--- src/rtl/nn_layer_sequencer.sv ---
// Sequences a chain of network layers through a start/done handshake and
// reports completion or a per-layer watchdog timeout on a valid/ready result port.
module nn_layer_sequencer #(
    parameter int NUM_LAYERS = 3,
    parameter int TIMEOUT    = 64,
    parameter int CNT_W      = 16,
    parameter int IDX_W      = 2
) (
    input  logic                  clk,
    input  logic                  rst,
    input  logic                  run_valid,
    output logic                  run_ready,
    output logic [NUM_LAYERS-1:0] layer_start,
    input  logic [NUM_LAYERS-1:0] layer_done,
    output logic                  busy,
    output logic [IDX_W-1:0]      cur_layer,
    output logic                  result_valid,
    input  logic                  result_ready,
    output logic                  result_error,
    output logic [IDX_W-1:0]      err_layer,
    output logic [CNT_W-1:0]      cycle_count
);

    localparam int WD_W = $clog2(TIMEOUT + 1);
    localparam logic [IDX_W-1:0] LAST_LAYER = IDX_W'(NUM_LAYERS - 1);
    localparam logic [WD_W-1:0]  WD_LIMIT   = WD_W'(TIMEOUT);
    localparam logic [CNT_W-1:0] CNT_MAX    = '1;

    typedef enum logic [2:0] {
        S_IDLE,
        S_LAUNCH,
        S_WAIT,
        S_RESULT,
        S_ERROR
    } state_t;

    state_t           state_q, state_d;
    logic [IDX_W-1:0] cur_q, cur_d;
    logic [IDX_W-1:0] err_layer_q, err_layer_d;
    logic             err_q, err_d;
    logic [CNT_W-1:0] cnt_q, cnt_d;
    logic [WD_W-1:0]  wd_q, wd_d;
    logic             done_sel;
    logic [WD_W-1:0]  wd_next;
    logic [CNT_W-1:0] cnt_inc;

    always_ff @(posedge clk) begin
        if (rst) begin
            state_q     <= S_IDLE;
            cur_q       <= '0;
            err_layer_q <= '0;
            err_q       <= 1'b0;
            cnt_q       <= '0;
            wd_q        <= '0;
        end else begin
            state_q     <= state_d;
            cur_q       <= cur_d;
            err_layer_q <= err_layer_d;
            err_q       <= err_d;
            cnt_q       <= cnt_d;
            wd_q        <= wd_d;
        end
    end

    // Only the done bit of the layer currently being run is ever looked at.
    always_comb begin
        done_sel = 1'b0;
        for (int i = 0; i < NUM_LAYERS; i++) begin
            if (cur_q == IDX_W'(i)) begin
                done_sel = layer_done[i];
            end
        end
    end

    assign wd_next = wd_q + WD_W'(1);
    assign cnt_inc = (cnt_q == CNT_MAX) ? cnt_q : cnt_q + CNT_W'(1);

    always_comb begin
        state_d     = state_q;
        cur_d       = cur_q;
        err_layer_d = err_layer_q;
        err_d       = err_q;
        cnt_d       = cnt_q;
        wd_d        = wd_q;

        case (state_q)
            S_IDLE: begin
                if (run_valid && !rst) begin
                    state_d     = S_LAUNCH;
                    cur_d       = '0;
                    cnt_d       = '0;
                    err_d       = 1'b0;
                    err_layer_d = '0;
                end
            end
            S_LAUNCH: begin
                wd_d    = '0;
                cnt_d   = cnt_inc;
                state_d = S_WAIT;
            end
            S_WAIT: begin
                // A done landing on the final watchdog cycle still wins.
                cnt_d = cnt_inc;
                wd_d  = wd_next;
                if (done_sel) begin
                    if (cur_q == LAST_LAYER) begin
                        state_d = S_RESULT;
                    end else begin
                        cur_d   = cur_q + IDX_W'(1);
                        state_d = S_LAUNCH;
                    end
                end else if (wd_next == WD_LIMIT) begin
                    state_d     = S_ERROR;
                    err_layer_d = cur_q;
                    err_d       = 1'b1;
                end
            end
            S_RESULT, S_ERROR: begin
                if (result_ready) begin
                    state_d = S_IDLE;
                end
            end
            default: begin
                state_d = S_IDLE;
            end
        endcase
    end

    always_comb begin
        layer_start = '0;
        for (int i = 0; i < NUM_LAYERS; i++) begin
            layer_start[i] = (state_q == S_LAUNCH) && (cur_q == IDX_W'(i));
        end
    end

    assign run_ready    = (state_q == S_IDLE) && !rst;
    assign busy         = (state_q != S_IDLE);
    assign result_valid = (state_q == S_RESULT) || (state_q == S_ERROR);
    assign cur_layer    = cur_q;
    assign result_error = err_q;
    assign err_layer    = err_layer_q;
    assign cycle_count  = cnt_q;

endmodule
--- config.mk ---
export PLATFORM = sky130hd
export DESIGN_NAME = nn_layer_sequencer
export DESIGN_NICKNAME = d
export VERILOG_FILES = /design/src/rtl/nn_layer_sequencer.sv
export SDC_FILE = /design/constraint.sdc
export NUM_CORES = 1
export LEC_CHECK = 0
export ABC_AREA = 1
export CAP_MARGIN = 0
export CORE_ASPECT_RATIO = 2
export CORE_MARGIN = 1.5
export CORE_UTILIZATION = 45
export CTS_CLUSTER_DIAMETER = 200
export DETAILED_ROUTE_END_ITERATION = 8
export GPL_ROUTABILITY_DRIVEN = 0
export GPL_TIMING_DRIVEN = 0
export PLACE_DENSITY_LB_ADDON = 0.25
export SETUP_SLACK_MARGIN = 0.1
export SLEW_MARGIN = 20
export SYNTH_ARGS = -nofsm -noshare
export SYNTH_HDL_FRONTEND = slang
export SYNTH_SLANG_ARGS = --single-unit
--- constraint.sdc ---
create_clock -name clk -period 1.6 [get_ports clk]
set_input_delay 0.32 -clock clk [delete_from_list [all_inputs] [get_ports clk]]
set_output_delay 0.32 -clock clk [all_outputs]
set_load 0.01 [all_outputs]
==> metrics.txt, run 1 <==
met3 usage=4.44%; area delta synth->final=53.6%; Final Core Density=72.6%; die height=between 90 and 100 µm; unrepaired setup endpoints after global routing=yes; CP required=roughly 1300 ps; Initial Util=between 40 and 50%; Final WS setup=~31 ps; Slew HR=between 50% and 60%; Logic pwr share=approximately 34%; R2R Path Start=cycle_count[0]; CTS H-tree lvls=2; TritonRoute pass-1 iters=4; Seq pwr share=32.9%; yosys warns=0; Core Rows=32; worst setup path startpoint=state_q[1]; crit start category=flop; Final Critical Period=roughly 1600 ps; syn_nets=between 200 and 300; die area=between 0.004 and 0.005 mm²; design area=0.00282 mm²; initial antenna violation count=0; commonest non-fill, non-tap cell in the layout=nand2_1; status=complete, no violations; final hold violations=0; #FFs+latches synth=31; Clk pwr share=about 34%; final count of negative-setup-slack endpoints=0; Crit Path Max Fanout=5; Crit. End Element=primary output; WHS Path Cells=4; TritonCTS clock tree=built; Sink Count=31; Gate Count Post-Synth=283; share of post-route cells with drive strength above 1=about two fifths; period utilization=a little over nine tenths; vias in the first global route=approximately 1.9k; max-cap viol count=0; worst path arrival time=roughly 1300 ps; CORE AREA=0.00388 mm²; worst slack at placement=-368 ps; Post-CTS Hold Buffers=0; Clock Latency Late Sink=300 ps; syn avg cell area=around 6.5 µm²; initial drt markers=56; internal power=1620 µW; Synth cell types=29; antenna violation net count after detailed routing=0; CP max stage delay=roughly 380 ps; largest net degree at the start of global routing=11; via count=2118; HPWL Detailed=3370 µm; Net Switching=865 µW; TritonCTS buffer count=5; drc violations=0; DP Area=between 0.002 and 0.0025 mm²; ANT cells=0; overall fraction of global-route tracks in use=a little under a quarter; critical path depth=4; CP Buf/Inv Count=1; Pwr Density=approximately 880 mW/mm²; met1 Use GR=between 20% and 30%; Die W=48.2 µm; worst-margin pin slew=about 620 ps; worst-path cell chain=nor2_4 -> nand2_2 -> nor2_4 -> clkdlybuf4s15_2; Worst-path clk slew=70 ps; Final Slew Violations=0; worst clock skew=between 9 and 10 ps; post-synthesis sequential area ratio=approximately 34%; Root Buffer Master=clkbuf_8; grt total ovfl=0; Max VDD drop=approximately 1.1 mV; nets=approximately 350; most frequent cells in the layout=67 x nand2_1, 29 x nor2_1, 20 x a21oi_1; cell mode on critical path=nor2_4; met2 Track Usage GR=roughly two fifths; Crit path max-delay family=flip-flops; routed vias/inst=about 5.4; Hold Path Class=primary input to flop; P_leak=0.00115 µW; HP Start=rst; critical path type=flop to primary output; average wire per standard cell=14.8 µm; depth of the worst register-to-register path=10; Fmax=approximately 0.64 GHz; slowest stage cell, crit path=dfxtp_4; gr busiest metal=met2; Switching Fraction=a little over a third; Bufs on Longest Clock Path=2; first-pass GRT wire length=just under 8000 µm; Top Ports=34; Synth Cell Area=~0.0018 mm²; PortBufs=33; Post-Route WL=between 5000 and 6000 µm
[cell usage after synthesis (all sizes together)]
cell / n / area [µm²]
dfxtp: 31 / 621
buf: 3 / 23.8
nor2: 37 / 149
o21bai: 3 / 22.5
nand3b: 1 / 7.51
clkinv: 1 / 3.75
nand2: 90 / 350
nand4: 6 / 37.5
ha: 5 / 62.6
inv: 26 / 97.6
nor3b: 1 / 7.51
nand3: 29 / 168
xor2: 5 / 43.8
or2: 2 / 12.5
a21oi: 33 / 180
a21o: 1 / 8.76
clkbuf: 3 / 11.3
o21ai: 5 / 25.0
nor3: 1 / 5.00
[layout make-up]
cell class	instances	area, µm²
Multi-Input combinational cell	219	1370
Buffer	6	38.8
Timing Repair Buffer	50	449
Fill cell	290	1060
Inverter	27	111
Tap cell	51	63.8
Sequential cell	31	671
Clock inverter	2	35.0
Clock buffer	6	82.6
[registers in the layout, indices dropped and copies added (netlist names)]
name          count
state_q           3
cycle_count      16
err_layer         2
result_error      1
wd_q              7
cur_layer         2
[routing by layer]
layer  part of all wire (%)  up-vias
met4                    1.8        0
met2                     59       54
met5                      0        -
li1                       -     1035
met1                     35     1018
met3                    3.4       11
[power by group through the flow]
| stage | logic (µW) | registers (µW) | clock network [µW] |
|---|---|---|---|
| finish | 834 | 818 | 832 |
| CTS | 674 | 813 | 830 |
| floorplan | 387 | 832 | 0 |
| global placement | 598 | 835 | 0 |
| detailed placement | 592 | 836 | 0 |
| global route | 890 | 822 | 860 |
[path summary, 6_finish.rpt]
check                   end  slack, ps
max reg2reg  cycle_count[3]         50
max               run_ready         30
min reg2reg         wd_q[6]        480
min                 wd_q[0]        470
[logic make-up (layout without fill, tap and decap cells)]
kind of cell / after synthesis / count (layout) / share of synthesized area [%]
buf+inv: 33 / 91 / 7.42
simple gates: 167 / 167 / 40.1
xor+xnor: 5 / 5 / 2.38
flops: 31 / 31 / 33.8
compound gates: 42 / 42 / 12.9
fa+ha+maj: 5 / 5 / 3.41
[metrics by stage]
step / hold slack [ps] / std cells / total power, µW / setup TNS (ps)
2_1_floorplan: 453 / 283 / 1220 / 0
3_3_place_gp: 458 / 367 / 1430 / -5060
3_5_place_dp: 471 / 367 / 1430 / -5200
4_1_cts: 483 / 383 / 2320 / 0
5_1_grt: 508 / 392 / 2570 / -229
6_report: 468 / 392 / 2480 / 0
[worst register-to-register path, stage by stage (launching register included)]
cell and delay, ps:
dfxtp_4 370, ha_4 140, nand2_2 50, inv_2 90
nand3_4 100, nor2_4 150, nand3_2 100, nand3_4 130
buf_8 150, nand2_1 70, a21oi_2 130
[repair_timing]
action / 4_1_cts / 5_1_grt
gates resized for setup: 94 / 65
setup buffers: 8 / 8
pin swaps: 3 / 30
setup endpoints to repair: 53 / 30
gates cloned: 0 / 1
Note: power is estimated with default switching activity, not from simulation.
==> run 2: changes to the inputs <==
--- a/config.mk
+++ b/config.mk
@@ -9,8 +9,8 @@
 export CAP_MARGIN = 0
 export CORE_ASPECT_RATIO = 2
 export CORE_MARGIN = 1.5
-export CORE_UTILIZATION = 45
-export CTS_CLUSTER_DIAMETER = 200
+export CORE_UTILIZATION = 47
+export CTS_CLUSTER_DIAMETER = 80
 export DETAILED_ROUTE_END_ITERATION = 8
 export GPL_ROUTABILITY_DRIVEN = 0
 export GPL_TIMING_DRIVEN = 0
==> metrics.txt, run 2 (synthesis results as in run 1) <==
final hold violations=0 (unchanged); violated checks=setup timing; Die W=47.2 µm (-2.0%); slowest stage cell, crit path=dfxtp_4; status=finished, violations left; Crit path max-delay family=simple AND/OR/NAND/NOR gates; Crit Path Max Fanout=6 (+1); critical path type=flop to flop; worst path arrival time=1840 ps (+590 ps); Crit. End Element=flop; routed vias/inst=5.42 (+0.39%); area delta synth->final=49.4%; Fmax=0.616 GHz (-3.4%); first-pass GRT wire length=8180 µm (+4.0%); CORE AREA=0.00380 mm² (-2.1%); die area=0.00432 mm² (-4.0%); Top Ports=34 (unchanged); max reg flops=16 (unchanged); worst-path cell chain=ha_4 -> nand2_2 -> inv_2 -> nand3_4 -> nor2_4 -> nand3_4 -> nand3_4 -> clkbuf_16 -> nand2_2 -> a21oi_1; nets=349 (-0.85%); TritonRoute pass-1 iters=4 (unchanged); most frequent cells in the layout=71 x nand2_1, 27 x nor2_1, 23 x a21oi_1; Slew HR=53.8% (-4.8 points); Final Critical Period=1620 ps (+55.5 ps); Final Core Density=72.1% (-0.51 points); average wire per standard cell=14.4 µm (-3.0%); Fillers=307 (+5.9%); final count of negative-setup-slack endpoints=1 (+1); CTS H-tree lvls=2 (unchanged); PortBufs=33 (unchanged); Initial Util=48.3% (+1.0 points); initial antenna violation count=0 (unchanged); die height=91.4 µm (-2.1%); cell mode on critical path=nand3_4; P_leak=0.00110 µW (-4.3%); HPWL Detailed=3430 µm (+2.0%); Post-Route WL=5590 µm (-3.8%); via count=2110 (-0.38%); ANT cells=0 (unchanged); TritonCTS clock tree=built; initial drt markers=53 (-5.4%); Worst-path clk slew=70 ps (about the same); Max VDD drop=0.744 mV (-33%); vias in the first global route=1896 (+1.3%); largest net degree at the start of global routing=11 (unchanged); unrepaired setup endpoints after global routing=yes; worst-margin pin slew=692 ps (+72.7 ps); overall fraction of global-route tracks in use=25.9% (+2.0 points); Core Rows=32 (unchanged); CP required=1810 ps (+530 ps); drc violations=0 (unchanged); TritonCTS buffer count=5 (unchanged); Sink Count=31 (unchanged); worst clock skew=8.10 ps (-1.82 ps); commonest non-fill, non-tap cell in the layout=nand2_1; CP Buf/Inv Count=2 (+1); Post-CTS Hold Buffers=0 (unchanged); Clock Latency Late Sink=300 ps (about the same); Final WS setup=-24.5 ps (-55.5 ps); Pwr Density=854 mW/mm² (-3.0%); CP max stage delay=380 ps (about the same); worst slack at placement=-341 ps (+27.5 ps); Hold Path Class=flop to flop; period utilization=102% (+3.5 points); max-cap viol count=0 (unchanged); Bufs on Longest Clock Path=2 (unchanged); Root Buffer Master=clkbuf_8; share of post-route cells with drive strength above 1=37.0% (-3.2 points); antenna violation net count after detailed routing=0 (unchanged); grt total ovfl=0 (unchanged); crit start category=flop; Final Slew Violations=0 (unchanged)
run 2: repair_timing:
item                                    CTS  global route
endpoints found under the setup margin   54            33
resized for setup                        88            58
cloned                                    1             1
setup buffers                             8             4
pin swaps                                12            30
run 2: final timing paths:
kind                            slack (ps)           start  depth (start not counted)             end
worst max-delay path                   -20  cycle_count[1]                         10  cycle_count[8]
worst min register to register         480         wd_q[6]                          2         wd_q[6]
worst max register to register         -20  cycle_count[1]                         10  cycle_count[8]
worst min-delay path                   480         wd_q[6]                          2         wd_q[6]
run 2: metrics by stage:
stage	setup TNS [ps]	std cells	hold WS [ps]	power, µW	instance area [µm²]
final	-24.5	389	480	2340	2740
after global routing	-659	389	502	2430	2740
after CTS	0	384	473	2190	2490
after detailed placement	-5590	367	461	1430	2240
after global placement	-5140	367	457	1430	2240
after floorplan	0	283	453	1220	1840
run 2: metal layers:
layer  share of wire [%]  track usage [%]  wire length (µm)
met5                   0                0                 0
met4                 4.6             13.7               258
met3                 3.1             3.98               175
met2                  57             46.0              3190
met1                  35             26.3              1970
run 2: report_power, final:
part / switching [µW] / internal (µW) / leakage, µW
combinational: 507 / 305 / 0.000782
clock: 317 / 393 / 0.0000515
sequential: 34.1 / 788 / 0.000264
run 2: layout make-up:
cell class,count,area (µm²),share of cell area [%]
Timing Repair Buffer,46,420,15.3
Multi-Input combinational cell,220,1340,48.8
Buffer,6,38.8,1.41
Sequential cell,31,668,24.4
Clock buffer,8,100,3.65
Tap cell,51,63.8,2.33
Inverter,27,114,4.15
run 2: tightest hold or removal path: stages, from the launching register on:
cell and delay [ps]:
dfxtp_1 320, nand2_1 60, a21oi_1 50
